`config.mk`:
```
export PLATFORM = sky130hd
export DESIGN_NAME = code_verifier_flat
export DESIGN_NICKNAME = d
export VERILOG_FILES = /design/src/rtl/code_verifier_if.sv /design/src/rtl/code_verifier.sv /design/src/flat_wrapper.sv
export SDC_FILE = /design/constraint.sdc
export NUM_CORES = 1
export LEC_CHECK = 0
export ABC_AREA = 1
export CAP_MARGIN = 20
export CORE_MARGIN = 3
export CORE_UTILIZATION = 25
export CTS_CLUSTER_DIAMETER = 30
export DETAILED_ROUTE_END_ITERATION = 12
export GPL_TIMING_DRIVEN = 0
export MAX_ROUTING_LAYER = met4
export PLACE_DENSITY_LB_ADDON = 0.08
export SETUP_SLACK_MARGIN = 0.15
export SLEW_MARGIN = 20
export SYNTH_ARGS = -nofsm -noshare
export SYNTH_HDL_FRONTEND = slang
export SYNTH_SLANG_ARGS = --single-unit
```
`constraint.sdc`:
```
create_clock -name clk -period 2.3 [get_ports clk]
set_input_delay 0.46 -clock clk [delete_from_list [all_inputs] [get_ports clk]]
set_output_delay 0.46 -clock clk [all_outputs]
set_load 0.05 [all_outputs]
```
`src/rtl/code_verifier_if.sv`:
```
// Keypad-side and lock-side signals of code_verifier, bundled with
// master (keypad/stimulus side) and slave (verifier side) views.
interface code_verifier_if;
    logic       key_valid;
    logic [3:0] key_code;
    logic       unlocked;
    logic       err_start;
    logic       locked_out;
    logic [2:0] digit_cnt;
    logic [2:0] fail_cnt;

    modport master (
        output key_valid, key_code,
        input  unlocked, err_start, locked_out, digit_cnt, fail_cnt
    );

    modport slave (
        input  key_valid, key_code,
        output unlocked, err_start, locked_out, digit_cnt, fail_cnt
    );
endinterface

```
`src/rtl/code_verifier.sv`:
```
// Six-digit keypad code checker driving the lock, the failure flasher and a lockout timer.
// Optional password change from the open state is enabled by defining PWD_CHANGE_EN.
module code_verifier #(
    parameter logic [23:0] DEFAULT_PWD    = 24'h123456,
    parameter int          MAX_FAIL       = 3,
    parameter int          UNLOCK_CYCLES  = 500,
    parameter int          LOCKOUT_CYCLES = 1000
) (
    input  logic           clk,
    input  logic           rst_n,
    code_verifier_if.slave kif
);

    localparam int TMAX = (UNLOCK_CYCLES > LOCKOUT_CYCLES) ? UNLOCK_CYCLES : LOCKOUT_CYCLES;
    localparam int TW   = $clog2(TMAX) + 1;
    localparam logic [TW-1:0] UNLOCK_LOAD  = TW'(UNLOCK_CYCLES);
    localparam logic [TW-1:0] LOCKOUT_LOAD = TW'(LOCKOUT_CYCLES);
    localparam logic [TW-1:0] TIMER_ONE    = TW'(1);
    localparam logic [TW-1:0] TIMER_ZERO   = TW'(0);
    localparam logic [2:0]    MAX_FAIL_C   = 3'(MAX_FAIL);

    typedef enum logic [2:0] {
        ST_ENTRY   = 3'd0,
        ST_CHECK   = 3'd1,
        ST_OPEN    = 3'd2,
`ifdef PWD_CHANGE_EN
        ST_SET     = 3'd4,
`endif
        ST_LOCKOUT = 3'd3
    } state_t;

    function automatic logic [23:0] shift_digit(input logic [23:0] b, input logic [3:0] d);
        return {b[19:0], d};
    endfunction

    state_t        state_r, state_s;
    logic [23:0]   entry_buf_r, entry_buf_s;
    logic [2:0]    digit_cnt_r, digit_cnt_s;
    logic [2:0]    fail_cnt_r, fail_cnt_s;
    logic [TW-1:0] timer_r, timer_s;
    logic          match_r, match_s;
    logic          unlocked_r, unlocked_s;
    logic          err_start_r, err_start_s;
    logic          locked_out_r, locked_out_s;
    logic [23:0]   cur_pwd_s;
    logic [23:0]   collect_buf_s;
    logic [2:0]    collect_cnt_s;
    logic [2:0]    fail_inc_s;
    logic          key_digit_s, key_clear_s, key_enter_s;
    logic          timer_last_s;

`ifdef PWD_CHANGE_EN
    logic [23:0]   pwd_r, pwd_next_s;
    logic          key_set_s;
    assign key_set_s = kif.key_valid && (kif.key_code == 4'hC);
    assign cur_pwd_s = pwd_r;
`else
    assign cur_pwd_s = DEFAULT_PWD;
`endif

    assign key_digit_s  = kif.key_valid && (kif.key_code <= 4'd9);
    assign key_clear_s  = kif.key_valid && (kif.key_code == 4'hA);
    assign key_enter_s  = kif.key_valid && (kif.key_code == 4'hB);
    assign fail_inc_s   = fail_cnt_r + 3'd1;
    // Expiry fires on the cycle the count would reach zero, so the output holds exactly N cycles
    assign timer_last_s = (timer_r <= TIMER_ONE);

    // Digit/clear handling shared by code entry and password setting
    always_comb begin
        collect_buf_s = entry_buf_r;
        collect_cnt_s = digit_cnt_r;
        if (key_digit_s) begin
            if (digit_cnt_r < 3'd6) begin
                collect_buf_s = shift_digit(entry_buf_r, kif.key_code);
                collect_cnt_s = digit_cnt_r + 3'd1;
            end else begin
                collect_cnt_s = digit_cnt_r;
            end
        end else if (key_clear_s) begin
            collect_buf_s = 24'h000000;
            collect_cnt_s = 3'd0;
        end else begin
            collect_cnt_s = digit_cnt_r;
        end
    end

    // Next-state and next-output logic
    always_comb begin
        state_s      = state_r;
        entry_buf_s  = entry_buf_r;
        digit_cnt_s  = digit_cnt_r;
        fail_cnt_s   = fail_cnt_r;
        timer_s      = timer_r;
        match_s      = match_r;
        unlocked_s   = unlocked_r;
        err_start_s  = 1'b0;
        locked_out_s = locked_out_r;
`ifdef PWD_CHANGE_EN
        pwd_next_s   = pwd_r;
`endif
        case (state_r)
            ST_ENTRY: begin
                if (key_enter_s) begin
                    match_s     = (digit_cnt_r == 3'd6) && (entry_buf_r == cur_pwd_s);
                    err_start_s = ~match_s;
                    state_s     = ST_CHECK;
                end else begin
                    entry_buf_s = collect_buf_s;
                    digit_cnt_s = collect_cnt_s;
                end
            end
            ST_CHECK: begin
                entry_buf_s = 24'h000000;
                digit_cnt_s = 3'd0;
                if (match_r) begin
                    unlocked_s = 1'b1;
                    fail_cnt_s = 3'd0;
                    timer_s    = UNLOCK_LOAD;
                    state_s    = ST_OPEN;
                end else if (fail_inc_s == MAX_FAIL_C) begin
                    fail_cnt_s   = fail_inc_s;
                    locked_out_s = 1'b1;
                    timer_s      = LOCKOUT_LOAD;
                    state_s      = ST_LOCKOUT;
                end else begin
                    fail_cnt_s = fail_inc_s;
                    state_s    = ST_ENTRY;
                end
            end
            ST_OPEN: begin
                if (timer_last_s || key_enter_s) begin
                    unlocked_s = 1'b0;
                    timer_s    = TIMER_ZERO;
                    state_s    = ST_ENTRY;
`ifdef PWD_CHANGE_EN
                end else if (key_set_s) begin
                    entry_buf_s = 24'h000000;
                    digit_cnt_s = 3'd0;
                    state_s     = ST_SET;
`endif
                end else begin
                    timer_s = timer_r - TIMER_ONE;
                end
            end
            ST_LOCKOUT: begin
                if (timer_last_s) begin
                    locked_out_s = 1'b0;
                    fail_cnt_s   = 3'd0;
                    timer_s      = TIMER_ZERO;
                    state_s      = ST_ENTRY;
                end else begin
                    timer_s = timer_r - TIMER_ONE;
                end
            end
`ifdef PWD_CHANGE_EN
            ST_SET: begin
                if (key_enter_s) begin
                    if (digit_cnt_r == 3'd6) begin
                        pwd_next_s = entry_buf_r;
                        timer_s    = UNLOCK_LOAD;
                    end else begin
                        err_start_s = 1'b1;
                    end
                    entry_buf_s = 24'h000000;
                    digit_cnt_s = 3'd0;
                    state_s     = ST_OPEN;
                end else begin
                    entry_buf_s = collect_buf_s;
                    digit_cnt_s = collect_cnt_s;
                end
            end
`endif
            default: begin
                state_s      = ST_ENTRY;
                entry_buf_s  = 24'h000000;
                digit_cnt_s  = 3'd0;
                unlocked_s   = 1'b0;
                locked_out_s = 1'b0;
                timer_s      = TIMER_ZERO;
            end
        endcase
    end

    // State and output registers
    always_ff @(posedge clk or negedge rst_n) begin
        if (!rst_n) begin
            state_r      <= ST_ENTRY;
            entry_buf_r  <= 24'h000000;
            digit_cnt_r  <= 3'd0;
            fail_cnt_r   <= 3'd0;
            timer_r      <= TIMER_ZERO;
            match_r      <= 1'b0;
            unlocked_r   <= 1'b0;
            err_start_r  <= 1'b0;
            locked_out_r <= 1'b0;
`ifdef PWD_CHANGE_EN
            pwd_r        <= DEFAULT_PWD;
`endif
        end else begin
            state_r      <= state_s;
            entry_buf_r  <= entry_buf_s;
            digit_cnt_r  <= digit_cnt_s;
            fail_cnt_r   <= fail_cnt_s;
            timer_r      <= timer_s;
            match_r      <= match_s;
            unlocked_r   <= unlocked_s;
            err_start_r  <= err_start_s;
            locked_out_r <= locked_out_s;
`ifdef PWD_CHANGE_EN
            pwd_r        <= pwd_next_s;
`endif
        end
    end

    assign kif.unlocked   = unlocked_r;
    assign kif.err_start  = err_start_r;
    assign kif.locked_out = locked_out_r;
    assign kif.digit_cnt  = digit_cnt_r;
    assign kif.fail_cnt   = fail_cnt_r;

endmodule

```
`src/flat_wrapper.sv`:
```
// flat-port wrapper written by rule: the top's interface ports become plain ports
module code_verifier_flat 
#(
    parameter logic [23:0] DEFAULT_PWD    = 24'h123456,
    parameter int          MAX_FAIL       = 3,
    parameter int          UNLOCK_CYCLES  = 500,
    parameter int          LOCKOUT_CYCLES = 1000
)
  (clk, rst_n, kif_key_valid, kif_key_code, kif_unlocked, kif_err_start, kif_locked_out, kif_digit_cnt, kif_fail_cnt);
  code_verifier_if kif_i ();
  input  logic clk;
  input  logic rst_n;
  input wire logic [$bits(kif_i.key_valid)-1:0] kif_key_valid;
  input wire logic [$bits(kif_i.key_code)-1:0] kif_key_code;
  output wire logic [$bits(kif_i.unlocked)-1:0] kif_unlocked;
  output wire logic [$bits(kif_i.err_start)-1:0] kif_err_start;
  output wire logic [$bits(kif_i.locked_out)-1:0] kif_locked_out;
  output wire logic [$bits(kif_i.digit_cnt)-1:0] kif_digit_cnt;
  output wire logic [$bits(kif_i.fail_cnt)-1:0] kif_fail_cnt;
  assign kif_i.key_valid = kif_key_valid;
  assign kif_i.key_code = kif_key_code;
  assign kif_unlocked = kif_i.unlocked;
  assign kif_err_start = kif_i.err_start;
  assign kif_locked_out = kif_i.locked_out;
  assign kif_digit_cnt = kif_i.digit_cnt;
  assign kif_fail_cnt = kif_i.fail_cnt;
  code_verifier #(.DEFAULT_PWD(DEFAULT_PWD), .MAX_FAIL(MAX_FAIL), .UNLOCK_CYCLES(UNLOCK_CYCLES), .LOCKOUT_CYCLES(LOCKOUT_CYCLES)) u_core (.clk(clk), .rst_n(rst_n), .kif(kif_i));
endmodule
```
* Yosys cells after proc, flatten, opt, wreduce, memory -nomap -nowiden
Cells that the tools add are included.
** Word-level totals
- Output and inout bits :: 9
- Register bits after elaboration :: 48
- Input bits :: 7
** Cells by class
- $add $sub $neg :: 3
- Equality and inequality tests :: 18
- Multiplexer cells :: 32
- Reductions and logical operators :: 17
- Bitwise logic cells :: 5
- Order comparisons :: 3
** Operators with widths (count)
- 2-to-1 mux 24 bit :: 4
- case mux 24 bit (2 select lines) :: 1
- 2-to-1 mux 11 bit :: 4
- case mux 11 bit (4 select lines) :: 1
- 2-to-1 mux 3 bit :: 9
- equality test 24 x 21 -> 1 bit (second input constant) :: 1
- case mux 3 bit (2 select lines) :: 2
- case mux 3 bit (4 select lines) :: 1
- <= comparator 11 x 1 -> 1 bit (second input constant) :: 1
- subtractor 11 x 1 -> 11 bit (second input constant) :: 1
- != test 2 x 1 -> 1 bit (second input constant) :: 5
- equality test 3 x 2 -> 1 bit (second input constant) :: 3
- equality test 4 bit (second input constant) :: 2
- AND reduction 4 bit :: 2
- 2-to-1 mux 1 bit :: 7
- adder 3 x 1 -> 3 bit (second input constant) :: 2
- != test 3 x 1 -> 1 bit (second input constant) :: 2
- case mux 1 bit (3 select lines) :: 2
- AND reduction 2 bit :: 3
- AND reduction 3 bit :: 2
- OR reduction 2 bit :: 3
- NOT 1 bit :: 5
- <= comparator 4 bit (second input constant) :: 1
- logical AND 1 bit :: 4
- 9 further kinds :: 10

* Longest topological paths before layout
- Word-level depth :: 6
- Mapped depth :: 11

* Worst setup path before layout
No wires, ideal clock.
- Path type :: flip-flop to flip-flop
- From :: reg u_core.fail_cnt_r[0], in the netlist u_core.kif.fail_cnt[0]
- To :: reg u_core.timer_r[5]
- Path slack :: 539 ps
- Stages on the path, launching flop included :: 8
- Library setup time :: 130 ps
- Clock period less this slack :: 1761 ps
- Data required time :: 2170 ps
- Data arrival time :: 1631 ps
- Cells stage by stage :: dfrtp_1 ha_1 xnor2_1 nand2_1 nand2_1 nand2_2 a21oi_1 a21oi_1
** Between the ends
- Longest elaborated chain between the ends :: 4
** Ends and longest elaborated chain
- start, declared :: RTL line code_verifier.sv:39 : logic [2:0] fail_cnt_r, fail_cnt_s;
- start signal, assigned :: RTL line code_verifier.sv:203 : fail_cnt_r <= fail_cnt_s;
- adder 3 x 1 -> 3 bit :: RTL line code_verifier.sv:64 : assign fail_inc_s = fail_cnt_r + 3'd1;
- equality test 3 x 2 -> 1 bit :: RTL line code_verifier.sv:120 : end else if (fail_inc_s == MAX_FAIL_C) begin
- != test 3 x 1 -> 1 bit (no line)
- AND reduction 2 bit (no line)
- end signal, assigned :: RTL line code_verifier.sv:204 : timer_r <= timer_s;
- end, declared :: RTL line code_verifier.sv:40 : logic [TW-1:0] timer_r, timer_s;
No other way between the ends.
A chain may end at the register's enable or synchronous reset.

* Final worst setup path
- From :: reg u_core.digit_cnt_r[1], in the netlist u_core.kif.digit_cnt[1]
- To :: out kif_digit_cnt[1]
** RTL lines
- start, declared :: RTL line code_verifier.sv:38 : logic [2:0] digit_cnt_r, digit_cnt_s;
- start signal, assigned :: RTL line code_verifier.sv:202 : digit_cnt_r <= digit_cnt_s;
- end, declared :: RTL line flat_wrapper.sv:18 : output wire logic [$bits(kif_i.digit_cnt)-1:0] kif_digit_cnt;
No word-level cell between the ends.

==> results.py <==
metrics = {
    "synth": {
        "synth_enable_flop_cells": 0,
        "synth-seq-area-share": 0.427,
        "synth_area_um2": 2750,
        "synthTopCellsByArea": "dfrtp_1 (43%), nand2_1 (15%), nand3_1 (6.7%)",
        "synth_area_leader_cell": "dfrtp_1",
        "synth_top_area_frac": 0.427,
        "synth.avg_cell_area_um2": 7.38,
        "ys_types": 29,
        "ys_ff_latch": 47,
        "ys_dominant_reg_cell": "dfrtp_1",
        "syn_inst": 373,
        "ys_warn_count": 0,
        "ys_async_sr_fraction": 1.00,
        "synth_fp_nets": 391,
    },
    "worst_setup_path": {
        "start_kind": "flip-flop",
        "r2r_slack_ns": 0.39,
        "cp_slowest_stage_delay_ns": 0.84,
        "worstPathArrival_ns": 1.61,
        "slowest_stage": "clkdlybuf4s50_1",
        "crit_type": "flip-flop to output port",
        "worstPathMaxFanout": 5,
        "worst-path-buf-inv": 1,
        "endpoint_kind": "output port",
        "path_cells": "clkdlybuf4s50_1",
        "required_ns": 1.84,
        "crit_family": "buffers and inverters",
    },
    "layout": {
        "drive_gt1_frac": 0.0934,
        "nets": 413,
        "final_cells": 532,
        "utilization": 0.301,
        "fillers": 1169,
        "multi_input_area_um2": 1360,
        "regArea_um2": 1180,
        "syn2layout_area_growth_pct": 14.9,
        "n_antenna_cell": 0,
    },
    "drt": {
        "viasPerCell": 4.35,
        "drt_wl_total_mm": 6.83,
        "drc_errors": 0,
        "wl_per_cell_um": 12.8,
        "dr.pass1.iters": 5,
        "drt_iter0_drc": 95,
        "ant_nets": 0,
        "dr_total_vias": 2315,
    },
    "grt": {
        "grt_overflow_total": 0,
        "grt_pass1_vias": 2346,
        "antenna_found_initial": 0,
        "grt_max_degree": 48,
        "grt_pass1_wl_mm": 12.0,
        "grt_use_total": 0.121,
    },
    "floorplanning": {
        "ioPinCount": 16,
        "initial_utilization": 0.262,
        "core_um2": 10500,
        "die_h_um": 111,
        "die_w_um": 111,
        "die-area_um2": 12300,
        "row_count": 37,
    },
    "pwr": {
        "p_leak_nw": 1.53,
        "power_density_nw_per_um2": 1130,
        "peakVddDrop_mv": 0.450,
    },
    "clock_tree": {
        "clock_sinks": 47,
        "cts_inserted_buffers": 5,
        "cts.clk_slew.worst_paths_ns": 0.11,
        "htree_levels": 2,
        "clk_latency_ns": 0.31,
        "cts_tree": "done",
        "postCtsSetupBuffers": 0,
        "cts_root_buf": "clkbuf_8",
        "cts_buffer_depth": 2,
    },
    "place": {
        "gp_congestion": 0.767,
        "port_buffers": 15,
        "post-place-cells": 524,
        "dp_hpwl_mm": 4.98,
    },
    "job": {
        "drv_cap": 0,
    },
    "timing": {
        "min_period_ns": 2.07,
        "whs_ns": 0.155,
        "clock.fmax_mhz": 482,
        "rsz0062_at_grt": "false",
        "setup_violations": 0,
        "clock_skew_ns": 0.0132,
        "slew_violations": 0,
        "hold_viol_final": 0,
        "slew_headroom": 0.580,
        "worst_slew_pin_slew_ns": 0.631,
        "finalCritPeriodShare": 0.902,
    },
    "outcome": {
        "status": "complete, no violations",
    },
    "worst_hold_path": {
        "hold_path_class": "input pin to async pin",
    },
}
## cells in the mapped netlist, types with 3 or more instances
| cell | number |
|---|---|
| xor2_1 | 3 |
| o21ai_1 | 9 |
| buf_2 | 4 |
| dfrtp_1 | 47 |
| o21ai_0 | 6 |
| nand3_1 | 37 |
| nand2_1 | 108 |
| nor2_1 | 45 |
| nor3_1 | 14 |
| nor2_2 | 4 |
| xnor2_1 | 3 |
| ha_1 | 11 |
| nand4_1 | 6 |
| inv_1 | 40 |
| nand2_2 | 6 |
| a21oi_1 | 9 |
| nand3_2 | 4 |
## metrics by stage
stage / setup WS, ns / cell area, µm² / total power, mW / TNS, ns
2_1_floorplan: 0.539 / 2750 / 2.56 / 0
3_3_place_gp: -0.766 / 3070 / 3.09 / -35.79
3_5_place_dp: 0.270 / 3070 / 3.09 / 0
4_1_cts: 0.199 / 3160 / 3.63 / 0
5_1_grt: 0.169 / 3160 / 3.93 / 0
6_report: 0.226 / 3160 / 3.58 / 0
## kinds of logic (layout without fill, tap and decap cells)
| group | count (synthesis) | count (layout) | synth area share |
|---|---|---|---|
| compound gates | 29 | 29 | 0.0591 |
| fa+ha+maj | 11 | 11 | 0.0500 |
| simple gates | 228 | 228 | 0.365 |
| buf+inv | 52 | 75 | 0.0795 |
| flops | 47 | 47 | 0.427 |
| xor+xnor | 6 | 6 | 0.0191 |
## layer usage
metal / vias up / GRT usage / share of wire
li1: 1227 / - / -
met1: 1057 / 0.179 / 0.54
met2: 27 / 0.173 / 0.42
met3: 4 / 0.0197 / 0.027
met4: 0 / 0.0296 / 0.0094
met5: - / - / 0
## flip-flops by register name (all words and copies together) (netlist names)
| name | flops |
|---|---|
| u_core.entry_buf_r | 24 |
| u_core.timer_r | 11 |
| u_core.kif.digit_cnt | 3 |
| u_core.kif.fail_cnt | 3 |
| u_core.state_r | 2 |
| u_core.kif.err_start | 1 |
| u_core.kif.locked_out | 1 |
| u_core.kif.unlocked | 1 |
| u_core.match_r | 1 |
## worst paths after layout
path,from,to,cells after the start
setup / recovery,u_core.kif.digit_cnt[1],kif_digit_cnt[1],1
min in group clk,u_core.entry_buf_r[22],u_core.entry_buf_r[22],2
max in group asynchronous,rst_n,u_core.kif.fail_cnt[1],1
setup reg to reg,u_core.state_r[0],u_core.entry_buf_r[21],7
hold reg to reg,u_core.entry_buf_r[22],u_core.entry_buf_r[22],2
hold / removal,rst_n,u_core.entry_buf_r[10],1
## power breakdown
part	switching (mW)	total (mW)	internal, mW
registers	0.203	1.21	1.01
logic	1.25	1.84	0.593
clock network	0.311	0.524	0.213
total	1.76	3.58	1.81
## cell usage in the layout (no fill, tap or decap), types with 2 or more instances in the layout
cell | netlist | final
o21ai_1 | 9 | 9
o21ai_0 | 6 | 6
o21bai_1 | 2 | 2
buf_6 | 2 | 2
clkbuf_8 | 0 | 5
buf_4 | 1 | 2
dfrtp_1 | 47 | 47
a21oi_1 | 9 | 9
nand2_2 | 6 | 6
ha_1 | 11 | 10
clkdlybuf4s50_1 | 0 | 14
nor2_1 | 45 | 45
clkbuf_1 | 2 | 2
xnor2_1 | 3 | 3
inv_1 | 40 | 39
nand2_4 | 2 | 2
nand3_1 | 37 | 37
nand3_2 | 4 | 4
buf_2 | 4 | 4
nand2_1 | 108 | 108
nor3_1 | 14 | 14
xor2_1 | 3 | 3
inv_2 | 2 | 3
clkinvlp_4 | 0 | 2
nand4_1 | 6 | 6
nor2_2 | 4 | 4
## final cells by class
class,count,area share
Multi-Input combinational cell,274,0.430
Sequential cell,47,0.372
Tap cell,136,0.0538
Inverter,42,0.0498
Timing Repair Buffer,15,0.0467
Clock buffer,5,0.0218
Buffer,10,0.0194
Clock inverter,3,0.00633
## timing repair
item / in CTS / in global routing
resized for setup: 0 / 2
hold buffers: 0 / 0
endpoints found under the setup margin: 0 / 11
Power figures use the tool's default switching activity.
